**src/rtl/pa_riscv.sv**
```systemverilog
// ---------------------------------------------------------------------------
// pa_riscv
// Shared definitions for the multicycle RV32I core control path.
//   - RV32I opcode constants for the supported instruction classes
//   - st_main_t: states of the main control FSM
//   - enums for ALU operation class, ALU control code, result select,
//     ALU operand selects and immediate format select
// No ports; imported by the controller, its interface and the ALU decoder.
// ---------------------------------------------------------------------------
package pa_riscv;

  localparam logic [6:0] LW         = 7'b0000011;
  localparam logic [6:0] SW         = 7'b0100011;
  localparam logic [6:0] R_TYPE_ALU = 7'b0110011;
  localparam logic [6:0] I_TYPE_ALU = 7'b0010011;
  localparam logic [6:0] B_TYPE     = 7'b1100011;
  localparam logic [6:0] JAL        = 7'b1101111;

  // State labels carry an S_ prefix so S_JAL does not collide with the
  // JAL opcode constant in this package.
  typedef enum logic [3:0] {
    S_FETCH,
    S_DECODE,
    S_MEMADR,
    S_MEMREAD,
    S_MEMWB,
    S_MEMWRITE,
    S_EXECUTER,
    S_EXECUTEI,
    S_ALUWB,
    S_BEQ,
    S_JAL
  } st_main_t;

  typedef enum logic [1:0] {
    ALUOP_ADD   = 2'b00,
    ALUOP_SUB   = 2'b01,
    ALUOP_FUNCT = 2'b10
  } alu_op_t;

  typedef enum logic [2:0] {
    ALU_ADD = 3'b000,
    ALU_SUB = 3'b001,
    ALU_AND = 3'b010,
    ALU_OR  = 3'b011,
    ALU_SLT = 3'b101
  } alu_ctrl_t;

  typedef enum logic [1:0] {
    RES_ALUOUT = 2'b00,
    RES_RDATA  = 2'b01,
    RES_ALURES = 2'b10
  } result_src_t;

  typedef enum logic [1:0] {
    SRCA_PC    = 2'b00,
    SRCA_OLDPC = 2'b01,
    SRCA_RD1   = 2'b10
  } alu_src_a_t;

  typedef enum logic [1:0] {
    SRCB_RD2  = 2'b00,
    SRCB_IMM  = 2'b01,
    SRCB_FOUR = 2'b10
  } alu_src_b_t;

  typedef enum logic [1:0] {
    IMM_I = 2'b00,
    IMM_S = 2'b01,
    IMM_B = 2'b10,
    IMM_J = 2'b11
  } imm_src_t;

endpackage

```
**src/rtl/multicycle_controller_if.sv**
```systemverilog
// ---------------------------------------------------------------------------
// multicycle_controller_if
// Bundle between the main controller and the datapath.
//   i_opcode/i_funct3/i_funct7b5 : instruction fields from the IR
//   i_zero                       : ALU zero flag, current cycle
//   o_*                          : datapath enables and selects
// Modports: master = controller side, slave = datapath side.
// ---------------------------------------------------------------------------
interface multicycle_controller_if;

  logic [6:0] i_opcode;
  logic [2:0] i_funct3;
  logic       i_funct7b5;
  logic       i_zero;

  logic       o_pcWrite;
  logic       o_adrSrc;
  logic       o_memWrite;
  logic       o_irWrite;
  logic [1:0] o_resultSrc;
  logic [1:0] o_aluSrcA;
  logic [1:0] o_aluSrcB;
  logic [1:0] o_immSrc;
  logic [2:0] o_aluControl;
  logic       o_regWrite;
  logic       o_illegal;

  modport master (
    input  i_opcode, i_funct3, i_funct7b5, i_zero,
    output o_pcWrite, o_adrSrc, o_memWrite, o_irWrite, o_resultSrc,
           o_aluSrcA, o_aluSrcB, o_immSrc, o_aluControl, o_regWrite,
           o_illegal
  );

  modport slave (
    output i_opcode, i_funct3, i_funct7b5, i_zero,
    input  o_pcWrite, o_adrSrc, o_memWrite, o_irWrite, o_resultSrc,
           o_aluSrcA, o_aluSrcB, o_immSrc, o_aluControl, o_regWrite,
           o_illegal
  );

endinterface

```
**src/rtl/alu_decoder.sv**
```systemverilog
// ---------------------------------------------------------------------------
// alu_decoder
// Combinational ALU control decode.
//   i_aluOp      : operation class from the main FSM (add / sub / funct)
//   i_funct3     : instr[14:12]
//   i_opcodeB5   : instr[5], separates R-type from I-type
//   i_funct7b5   : instr[30]
//   o_aluControl : ALU function code
// ---------------------------------------------------------------------------
module alu_decoder
  import pa_riscv::*;
(
  input  alu_op_t    i_aluOp,
  input  logic [2:0] i_funct3,
  input  logic       i_opcodeB5,
  input  logic       i_funct7b5,
  output alu_ctrl_t  o_aluControl
);

  // Subtract only for R-type with instr[30] set; addi keeps instr[30] as
  // part of its immediate, so it must stay an add.
  always_comb begin
    o_aluControl = ALU_ADD;
    case (i_aluOp)
      ALUOP_ADD: o_aluControl = ALU_ADD;
      ALUOP_SUB: o_aluControl = ALU_SUB;
      ALUOP_FUNCT: begin
        case (i_funct3)
          3'b000:  o_aluControl = (i_opcodeB5 && i_funct7b5) ? ALU_SUB : ALU_ADD;
          3'b010:  o_aluControl = ALU_SLT;
          3'b110:  o_aluControl = ALU_OR;
          3'b111:  o_aluControl = ALU_AND;
          default: o_aluControl = ALU_ADD;
        endcase
      end
      default: o_aluControl = ALU_ADD;
    endcase
  end

endmodule

```
**src/rtl/multicycle_controller.sv**
```systemverilog
// ---------------------------------------------------------------------------
// multicycle_controller
// Main control FSM of the multicycle RV32I core (lw, sw, R/I ALU, beq, jal).
//   i_clk : clock, rising edge
//   i_rst : synchronous active-high reset; forces every output to 0
//   bus   : multicycle_controller_if.master (instruction fields, zero flag,
//           all datapath enables and selects, illegal-opcode pulse)
// Outputs are combinational from the current state and the opcode.
// ---------------------------------------------------------------------------
module multicycle_controller
  import pa_riscv::*;
(
  input  logic                          i_clk,
  input  logic                          i_rst,
  multicycle_controller_if.master       bus
);

  st_main_t    state_q, state_d;
  alu_op_t     aluOp;
  alu_ctrl_t   aluControl;
  result_src_t resultSrc;
  alu_src_a_t  aluSrcA;
  alu_src_b_t  aluSrcB;
  imm_src_t    immDec, immSrc;
  logic        pcUpdate, branch;
  logic        adrSrc, memWrite, irWrite, regWrite, illegal;

  always_ff @(posedge i_clk) begin
    if (i_rst) state_q <= S_FETCH;
    else       state_q <= state_d;
  end

  // Immediate format depends only on the opcode, independent of state.
  always_comb begin
    immDec = IMM_I;
    case (bus.i_opcode)
      SW:      immDec = IMM_S;
      B_TYPE:  immDec = IMM_B;
      JAL:     immDec = IMM_J;
      default: immDec = IMM_I;
    endcase
  end

  // Next state and per-state controls. Everything stays at its zero default
  // while reset is high, so an abandoned instruction cannot write anything.
  always_comb begin
    state_d   = state_q;
    aluOp     = ALUOP_ADD;
    resultSrc = RES_ALUOUT;
    aluSrcA   = SRCA_PC;
    aluSrcB   = SRCB_RD2;
    immSrc    = IMM_I;
    pcUpdate  = 1'b0;
    branch    = 1'b0;
    adrSrc    = 1'b0;
    memWrite  = 1'b0;
    irWrite   = 1'b0;
    regWrite  = 1'b0;
    illegal   = 1'b0;
    if (!i_rst) begin
      immSrc = immDec;
      case (state_q)
        S_FETCH: begin
          irWrite   = 1'b1;
          aluSrcB   = SRCB_FOUR;
          resultSrc = RES_ALURES;
          pcUpdate  = 1'b1;
          state_d   = S_DECODE;
        end
        S_DECODE: begin
          aluSrcA = SRCA_OLDPC;
          aluSrcB = SRCB_IMM;
          case (bus.i_opcode)
            LW, SW:     state_d = S_MEMADR;
            R_TYPE_ALU: state_d = S_EXECUTER;
            I_TYPE_ALU: state_d = S_EXECUTEI;
            B_TYPE:     state_d = S_BEQ;
            JAL:        state_d = S_JAL;
            default: begin
              state_d = S_FETCH;
              illegal = 1'b1;
            end
          endcase
        end
        S_MEMADR: begin
          aluSrcA = SRCA_RD1;
          aluSrcB = SRCB_IMM;
          state_d = (bus.i_opcode == LW) ? S_MEMREAD : S_MEMWRITE;
        end
        S_MEMREAD: begin
          adrSrc  = 1'b1;
          state_d = S_MEMWB;
        end
        S_MEMWB: begin
          resultSrc = RES_RDATA;
          regWrite  = 1'b1;
          state_d   = S_FETCH;
        end
        S_MEMWRITE: begin
          adrSrc   = 1'b1;
          memWrite = 1'b1;
          state_d  = S_FETCH;
        end
        S_EXECUTER: begin
          aluSrcA = SRCA_RD1;
          aluOp   = ALUOP_FUNCT;
          state_d = S_ALUWB;
        end
        S_EXECUTEI: begin
          aluSrcA = SRCA_RD1;
          aluSrcB = SRCB_IMM;
          aluOp   = ALUOP_FUNCT;
          state_d = S_ALUWB;
        end
        S_ALUWB: begin
          regWrite = 1'b1;
          state_d  = S_FETCH;
        end
        S_BEQ: begin
          aluSrcA = SRCA_RD1;
          aluOp   = ALUOP_SUB;
          branch  = 1'b1;
          state_d = S_FETCH;
        end
        S_JAL: begin
          aluSrcA  = SRCA_OLDPC;
          aluSrcB  = SRCB_FOUR;
          pcUpdate = 1'b1;
          state_d  = S_ALUWB;
        end
        default: state_d = S_FETCH;
      endcase
    end
  end

  alu_decoder u_aluDecoder (
    .i_aluOp      (aluOp),
    .i_funct3     (bus.i_funct3),
    .i_opcodeB5   (bus.i_opcode[5]),
    .i_funct7b5   (bus.i_funct7b5),
    .o_aluControl (aluControl)
  );

  assign bus.o_pcWrite    = pcUpdate | (branch & bus.i_zero);
  assign bus.o_adrSrc     = adrSrc;
  assign bus.o_memWrite   = memWrite;
  assign bus.o_irWrite    = irWrite;
  assign bus.o_resultSrc  = resultSrc;
  assign bus.o_aluSrcA    = aluSrcA;
  assign bus.o_aluSrcB    = aluSrcB;
  assign bus.o_immSrc     = immSrc;
  assign bus.o_aluControl = aluControl;
  assign bus.o_regWrite   = regWrite;
  assign bus.o_illegal    = illegal;

endmodule

```
**src/flat_wrapper.sv**
```systemverilog
// flat-port wrapper written by rule: the top's interface ports become plain ports
module multicycle_controller_flat import pa_riscv::*;
  (i_clk, i_rst, bus_i_opcode, bus_i_funct3, bus_i_funct7b5, bus_i_zero, bus_o_pcWrite, bus_o_adrSrc, bus_o_memWrite, bus_o_irWrite, bus_o_resultSrc, bus_o_aluSrcA, bus_o_aluSrcB, bus_o_immSrc, bus_o_aluControl, bus_o_regWrite, bus_o_illegal);
  multicycle_controller_if bus_i ();
  input  logic i_clk;
  input  logic i_rst;
  input wire logic [$bits(bus_i.i_opcode)-1:0] bus_i_opcode;
  input wire logic [$bits(bus_i.i_funct3)-1:0] bus_i_funct3;
  input wire logic [$bits(bus_i.i_funct7b5)-1:0] bus_i_funct7b5;
  input wire logic [$bits(bus_i.i_zero)-1:0] bus_i_zero;
  output wire logic [$bits(bus_i.o_pcWrite)-1:0] bus_o_pcWrite;
  output wire logic [$bits(bus_i.o_adrSrc)-1:0] bus_o_adrSrc;
  output wire logic [$bits(bus_i.o_memWrite)-1:0] bus_o_memWrite;
  output wire logic [$bits(bus_i.o_irWrite)-1:0] bus_o_irWrite;
  output wire logic [$bits(bus_i.o_resultSrc)-1:0] bus_o_resultSrc;
  output wire logic [$bits(bus_i.o_aluSrcA)-1:0] bus_o_aluSrcA;
  output wire logic [$bits(bus_i.o_aluSrcB)-1:0] bus_o_aluSrcB;
  output wire logic [$bits(bus_i.o_immSrc)-1:0] bus_o_immSrc;
  output wire logic [$bits(bus_i.o_aluControl)-1:0] bus_o_aluControl;
  output wire logic [$bits(bus_i.o_regWrite)-1:0] bus_o_regWrite;
  output wire logic [$bits(bus_i.o_illegal)-1:0] bus_o_illegal;
  assign bus_i.i_opcode = bus_i_opcode;
  assign bus_i.i_funct3 = bus_i_funct3;
  assign bus_i.i_funct7b5 = bus_i_funct7b5;
  assign bus_i.i_zero = bus_i_zero;
  assign bus_o_pcWrite = bus_i.o_pcWrite;
  assign bus_o_adrSrc = bus_i.o_adrSrc;
  assign bus_o_memWrite = bus_i.o_memWrite;
  assign bus_o_irWrite = bus_i.o_irWrite;
  assign bus_o_resultSrc = bus_i.o_resultSrc;
  assign bus_o_aluSrcA = bus_i.o_aluSrcA;
  assign bus_o_aluSrcB = bus_i.o_aluSrcB;
  assign bus_o_immSrc = bus_i.o_immSrc;
  assign bus_o_aluControl = bus_i.o_aluControl;
  assign bus_o_regWrite = bus_i.o_regWrite;
  assign bus_o_illegal = bus_i.o_illegal;
  multicycle_controller u_core (.i_clk(i_clk), .i_rst(i_rst), .bus(bus_i));
endmodule
```
**config.mk**
```make
export PLATFORM = sky130hd
export DESIGN_NAME = multicycle_controller_flat
export DESIGN_NICKNAME = d
export VERILOG_FILES = /design/src/rtl/pa_riscv.sv /design/src/rtl/multicycle_controller_if.sv /design/src/rtl/alu_decoder.sv /design/src/rtl/multicycle_controller.sv /design/src/flat_wrapper.sv
export SDC_FILE = /design/constraint.sdc
export NUM_CORES = 1
export LEC_CHECK = 0
export ABC_AREA = 1
export CORE_MARGIN = 2
export CORE_UTILIZATION = 30
export DETAILED_ROUTE_END_ITERATION = 6
export PLACE_DENSITY = 0.61
export SLEW_MARGIN = 15
export SYNTH_ARGS = -nofsm -noshare
export SYNTH_HDL_FRONTEND = slang
export SYNTH_HIERARCHICAL = 1
export SYNTH_SLANG_ARGS = --single-unit
```
**constraint.sdc**
```tcl
create_clock -name i_clk -period 2.1 [get_ports i_clk]
set_clock_uncertainty 0.05 [all_clocks]
set_input_delay 0.315 -clock i_clk [delete_from_list [all_inputs] [get_ports i_clk]]
set_output_delay 0.315 -clock i_clk [all_outputs]
set_load 0.02 [all_outputs]
```
== Word level (Yosys, flattened, before mapping) ==
Index checks and enable logic that the tools add are counted.

* Flip-flop bits (word level): 4
* Bits of input ports: 14
* Output and inout bits: 17
* Word-level logic and storage cells: 68

* Equal/unequal tests: 21
* Mux-type cells: 31
* Bitwise logic cells: 2
* Reductions and logical operators: 13

{| class="wikitable"
|+ Operators by type and width
! operator !! number
|-
| 4-bit one-hot mux with 5 select lines || 2
|-
| 4-bit by 3-bit equality test with 1-bit output, second input constant || 4
|-
| 1-bit 2-to-1 mux || 16
|-
| 2-bit one-hot mux with 2 select lines || 4
|-
| 7-bit by 6-bit equality test with 1-bit output, second input constant || 2
|-
| 7-bit equality test, second input constant || 2
|-
| 4-bit equality test, second input constant || 3
|-
| 3-bit one-hot mux with 4 select lines || 1
|-
| 2-bit OR reduction || 6
|-
| 2-bit 2-to-1 mux || 5
|-
| 4-bit by 2-bit equality test with 1-bit output, second input constant || 2
|-
| 7-bit by 2-bit equality test with 1-bit output, second input constant || 1
|-
| 7-bit by 5-bit equality test with 1-bit output, second input constant || 1
|-
| 3-bit equality test, second input constant || 2
|-
| 2-bit one-hot mux with 3 select lines || 1
|-
| 3-bit one-hot mux with 2 select lines || 1
|-
| 3-bit OR reduction || 2
|-
| 6-bit OR reduction || 1
|-
| 4-bit by 1-bit equality test with 1-bit output, second input constant || 1
|-
| 4-bit logical NOT || 1
|-
| 4-bit OR reduction || 1
|-
| 3-bit by 2-bit equality test with 1-bit output, second input constant || 1
|-
| 3-bit logical NOT || 1
|-
| 3-bit 2-to-1 mux || 1
|-
| other kinds (5) || 5
|}

== Logic depth before layout (Yosys ltp) ==
* Depth in word-level cells: 6
* Gate-level depth with buffers: 10
* Mapped depth without buffers: 10

== By module ==
The synthesis kept the hierarchy.

{| class="wikitable"
|+ By module, submodules not included
! module !! instances !! cells each !! area each (um^2) !! seq. area each (um^2)
|-
| multicycle_controller || 1 || 91 || 494.2 || 80.1
|-
| alu_decoder || 1 || 17 || 91.3 || 0.0
|}

== Worst setup path after synthesis ==
OpenSTA, ideal clock, no wires.

* Path type: reg-to-output
* From: reg u_core.state_q[0]
* To: out bus_o_aluControl[2]
* Arrival: 1.576 ns
* Data required time: 1.735 ns
* Setup slack: 0.159 ns
* Stages on the path, launching flop included: 8
* Buffers on the path: 0
* Cell sequence: dfxtp_1 > nand2_2 > nor3_1 > inv_1 > ha_1 > inv_1 > nand4_1 > nor2_1

* Longest elaborated chain between the ends: 6
* Elaborated cells on any way between the ends: 9

{| class="wikitable"
|+ Ends and longest elaborated chain
! what !! RTL line !! text
|-
| start: declaration || multicycle_controller.sv:18 || <nowiki>st_main_t state_q, state_d;</nowiki>
|-
| start signal: assignment || multicycle_controller.sv:30 || <nowiki>else state_q <= state_d;</nowiki>
|-
| 4-bit by 3-bit equality test with 1-bit output || multicycle_controller.sv:62 || <nowiki>case (state_q)</nowiki>
|-
| 2-bit OR reduction (no line) || - ||
|-
| 2-bit one-hot mux with 2 select lines (*) || multicycle_controller.sv:62 ||
|-
| 2-bit 2-to-1 mux (*) || multicycle_controller.sv:60 || <nowiki>if (!i_rst) begin</nowiki>
|-
| via u_core.aluOp[0] || multicycle_controller.sv:19 || <nowiki>alu_op_t aluOp;</nowiki>
|-
| 2-bit equality test / 2-bit by 1-bit equality test with 1-bit output (equally long branches) || alu_decoder.sv:24 || <nowiki>case (i_aluOp)</nowiki>
|-
| 3-bit one-hot mux with 2 select lines (*) || alu_decoder.sv:24 ||
|-
| end: declaration || flat_wrapper.sv:19 || <nowiki>output wire logic [$bits(bus_i.o_aluControl)-1:0] bus_o_aluControl;</nowiki>
|}

The timed path passes the listed nets; every way through them passes the cells marked *.

== Final worst setup path ==
* From: reg u_core.state_q[3]
* To: out bus_o_aluControl[2]

Same word-level chain as after synthesis.

==> impl_metrics.toml <==
[status]
status = "finished clean"

[synth]
synth-edff-count = 0
syn_nets = 124
synth_simple_gate_area_frac = 0.509
synth-compound-area-share = 0.152
synth_xor_area_frac = 0
async_flop_share = 0
synth_mux_area_frac = 0
yosys.area_share.adder = 0.0427
ys.flop_type = "dfxtp_1"
yosys_warnings = 6
synth-seq-cells = 4
ys_seq_area_frac = 0.137
ys_types = 23
synth_top_family_by_area = "simple AND/OR/NAND/NOR gates"
syn_area_sq_um = 586
syn_inst = 108
syn_avg_cell_area_sq_um = 5.42

[clock_network]
cts_hold_buf = 0
cts.clk_slew.worst_paths_ps = 40
root_buffer = "clkbuf_4"
h-tree-depth = 1
clock_sinks = 4
cts_tree = "yes"
insertion_delay_ps = 230
cts_max_path_buffers = 2
cts_buffers = 3

[floorplanning]
core-area_sq_mm = 0.00178
ios = 31
die_area_sq_mm = 0.00232
num_rows = 15
die_x_um = 48.2
die_h_um = 48.2
start_util = 0.328

[grt]
antenna_found_initial = 0
overflow = 0
grt_pass1_wl_um = 2900
grt.total_usage = 0.174
grt_pass1_vias = 790
grt_start_max_net_pins = 11

[detailed_routing]
vias = 824
post-route-drc-count = 0
drt-total-wl_um = 1810
viasPerCell = 4.36
drt_iter0_markers = 6
dr.pass1.iters = 4
wl_per_cell_um = 9.58
antenna_left = 0

[worst_setup_path]
crit_cells = 8
path_delay_family = "simple AND/OR/NAND/NOR gates"
cp.required_ps = 1740
cp-start-kind = "flip-flop"
slowest_delay_ps = 360
crit_type = "flip-flop to output pin"
slowest_stage = "dfxtp_1"
worstPathCellList = "nand2_2 -> nor3_4 -> inv_2 -> ha_4 -> inv_1 -> nand4_1 -> nor2_1 -> buf_4"
crit_arrival_ps = 1670
cp-end-kind = "output pin"
path_buf_inv = 3
critPathMaxFanout = 3
r2r_cells = 7

[finish]
reg_top3 = "u_core/state_q: 4 flops"
final_core_util = 0.622
seqCellArea_sq_um = 80.1
num-nets-final = 182
synthToLayoutAreaGrowth_pct = 89.3
num-fill-cells = 180
diodes = 0
multi_input_area_sq_um = 448
post_route_cells_drive_above_1_share = 0.366
instances_no_fill = 189
largest-register = "u_core/state_q"
largest_reg_flops = 4

[timing]
fin_crit_sh = 0.969
worst_pin_slew_ps = 207
clock.fmax_mhz = 491
finalSetupViolations = 0
hold_viol = 0
final_max_slew_viol_count = 0
fin_crit_ps = 2040
relSlewSlack = 0.861
rsz0062_at_grt = "true"

[power]
ir_drop_mv = 0.243
leakage_nw = 0.610
power_density_mw_per_mm2 = 257

[placed_design]
gp_congestion = 0.809
placed_cells_incl_taps = 185
dp_hpwl_um = 1540
port_buffers = 30

[flow_run]
drv_cap = 0

[hold_path]
min_path_type = "input pin to flip-flop"
worstHoldPathCells = 4
routing by layer:
metal	part of all wire	wire length (um)	global-route usage
met1	0.48	870	0.217
met2	0.48	878	0.308
met3	0.034	62	0.0259
met4	0	0	0.0486
met5	0	0	0
synthesized netlist by cell type (3+ instances only):
| master | n | share of area |
|---|---|---|
| inv_1 | 19 | 0.12 |
| nor3_1 | 3 | 0.026 |
| dfxtp_1 | 4 | 0.14 |
| a21oi_1 | 5 | 0.043 |
| inv_2 | 5 | 0.032 |
| nand3_1 | 8 | 0.068 |
| o21ai_1 | 3 | 0.026 |
| nand2_1 | 21 | 0.13 |
| nor2_2 | 4 | 0.043 |
| nor2_1 | 17 | 0.11 |
per-stage QoR:
stage | cell area, sq um | total power (W) | setup TNS (ps) | hold slack [ps] | setup slack, ps
3_3_place_gp | 1090 | 0.000200 | -4340 | 617 | -494
4_1_cts | 1110 | 0.000293 | -35.3 | 621 | -35.3
3_5_place_dp | 1090 | 0.000201 | -4880 | 615 | -618
6_report | 1110 | 0.000285 | 0 | 579 | 64.1
5_1_grt | 1110 | 0.000305 | -36.7 | 589 | -36.7
2_1_floorplan | 586 | 0.000129 | 0 | 490 | 159
power by group:
group          internal [W]  switching [W]  leakage, nW   total, W
logic             0.0000574      0.0000568        0.564   0.000114
clock network     0.0000637      0.0000279       0.0138  0.0000915
registers         0.0000780    0.000000925       0.0325  0.0000789
total              0.000199      0.0000855        0.610   0.000285
final timing paths:
path                startpoint                  end  slack (ps)
max          u_core/state_q[3]  bus_o_aluControl[2]          60
min                      i_rst    u_core/state_q[2]         580
max reg2reg  u_core/state_q[3]    u_core/state_q[2]         790
min reg2reg  u_core/state_q[0]    u_core/state_q[0]         630
worst min-delay path: stages:
cell and delay, ps:
dlymetal6s2s_1 160, buf_4 160, buf_6 140, a21oi_2 40
cell families after synthesis:
kind of cell             Yosys count
AO/OA/AOI/OAI                     15
AND/OR/NAND/NOR                   62
adder cells (fa/ha/maj)            2
buffers and inverters             25
flip-flops                         4
cell type report:
cell class,instances,area share
well taps,25,0.0282
flip-flops and latches,4,0.0722
multi-input cells,79,0.404
repair buffers,54,0.394
inverters,24,0.0813
clock buffers,3,0.0203
layout by cell type, fill, tap and decap left out, drive strengths merged, types with 4 or more instances in the layout:
cell type,count
nor2,23
dlygate4sd2,4
o21ai,5
a21oi,7
clkbuf,6
nand2,24
buf,31
clkdlybuf4s50,12
nand3,9
dfxtp,4
inv,24
what timing repair did:
action / in CTS / in global routing
gates resized for setup: 42 / 18
pin swaps: 1 / 3
buffers inserted: 1 / 0
gates cloned: 0 / 0
endpoints found under the hold margin: 0 / 0
endpoints found under the setup margin: 17 / 14
Note: power is estimated with default switching activity, not from simulation.
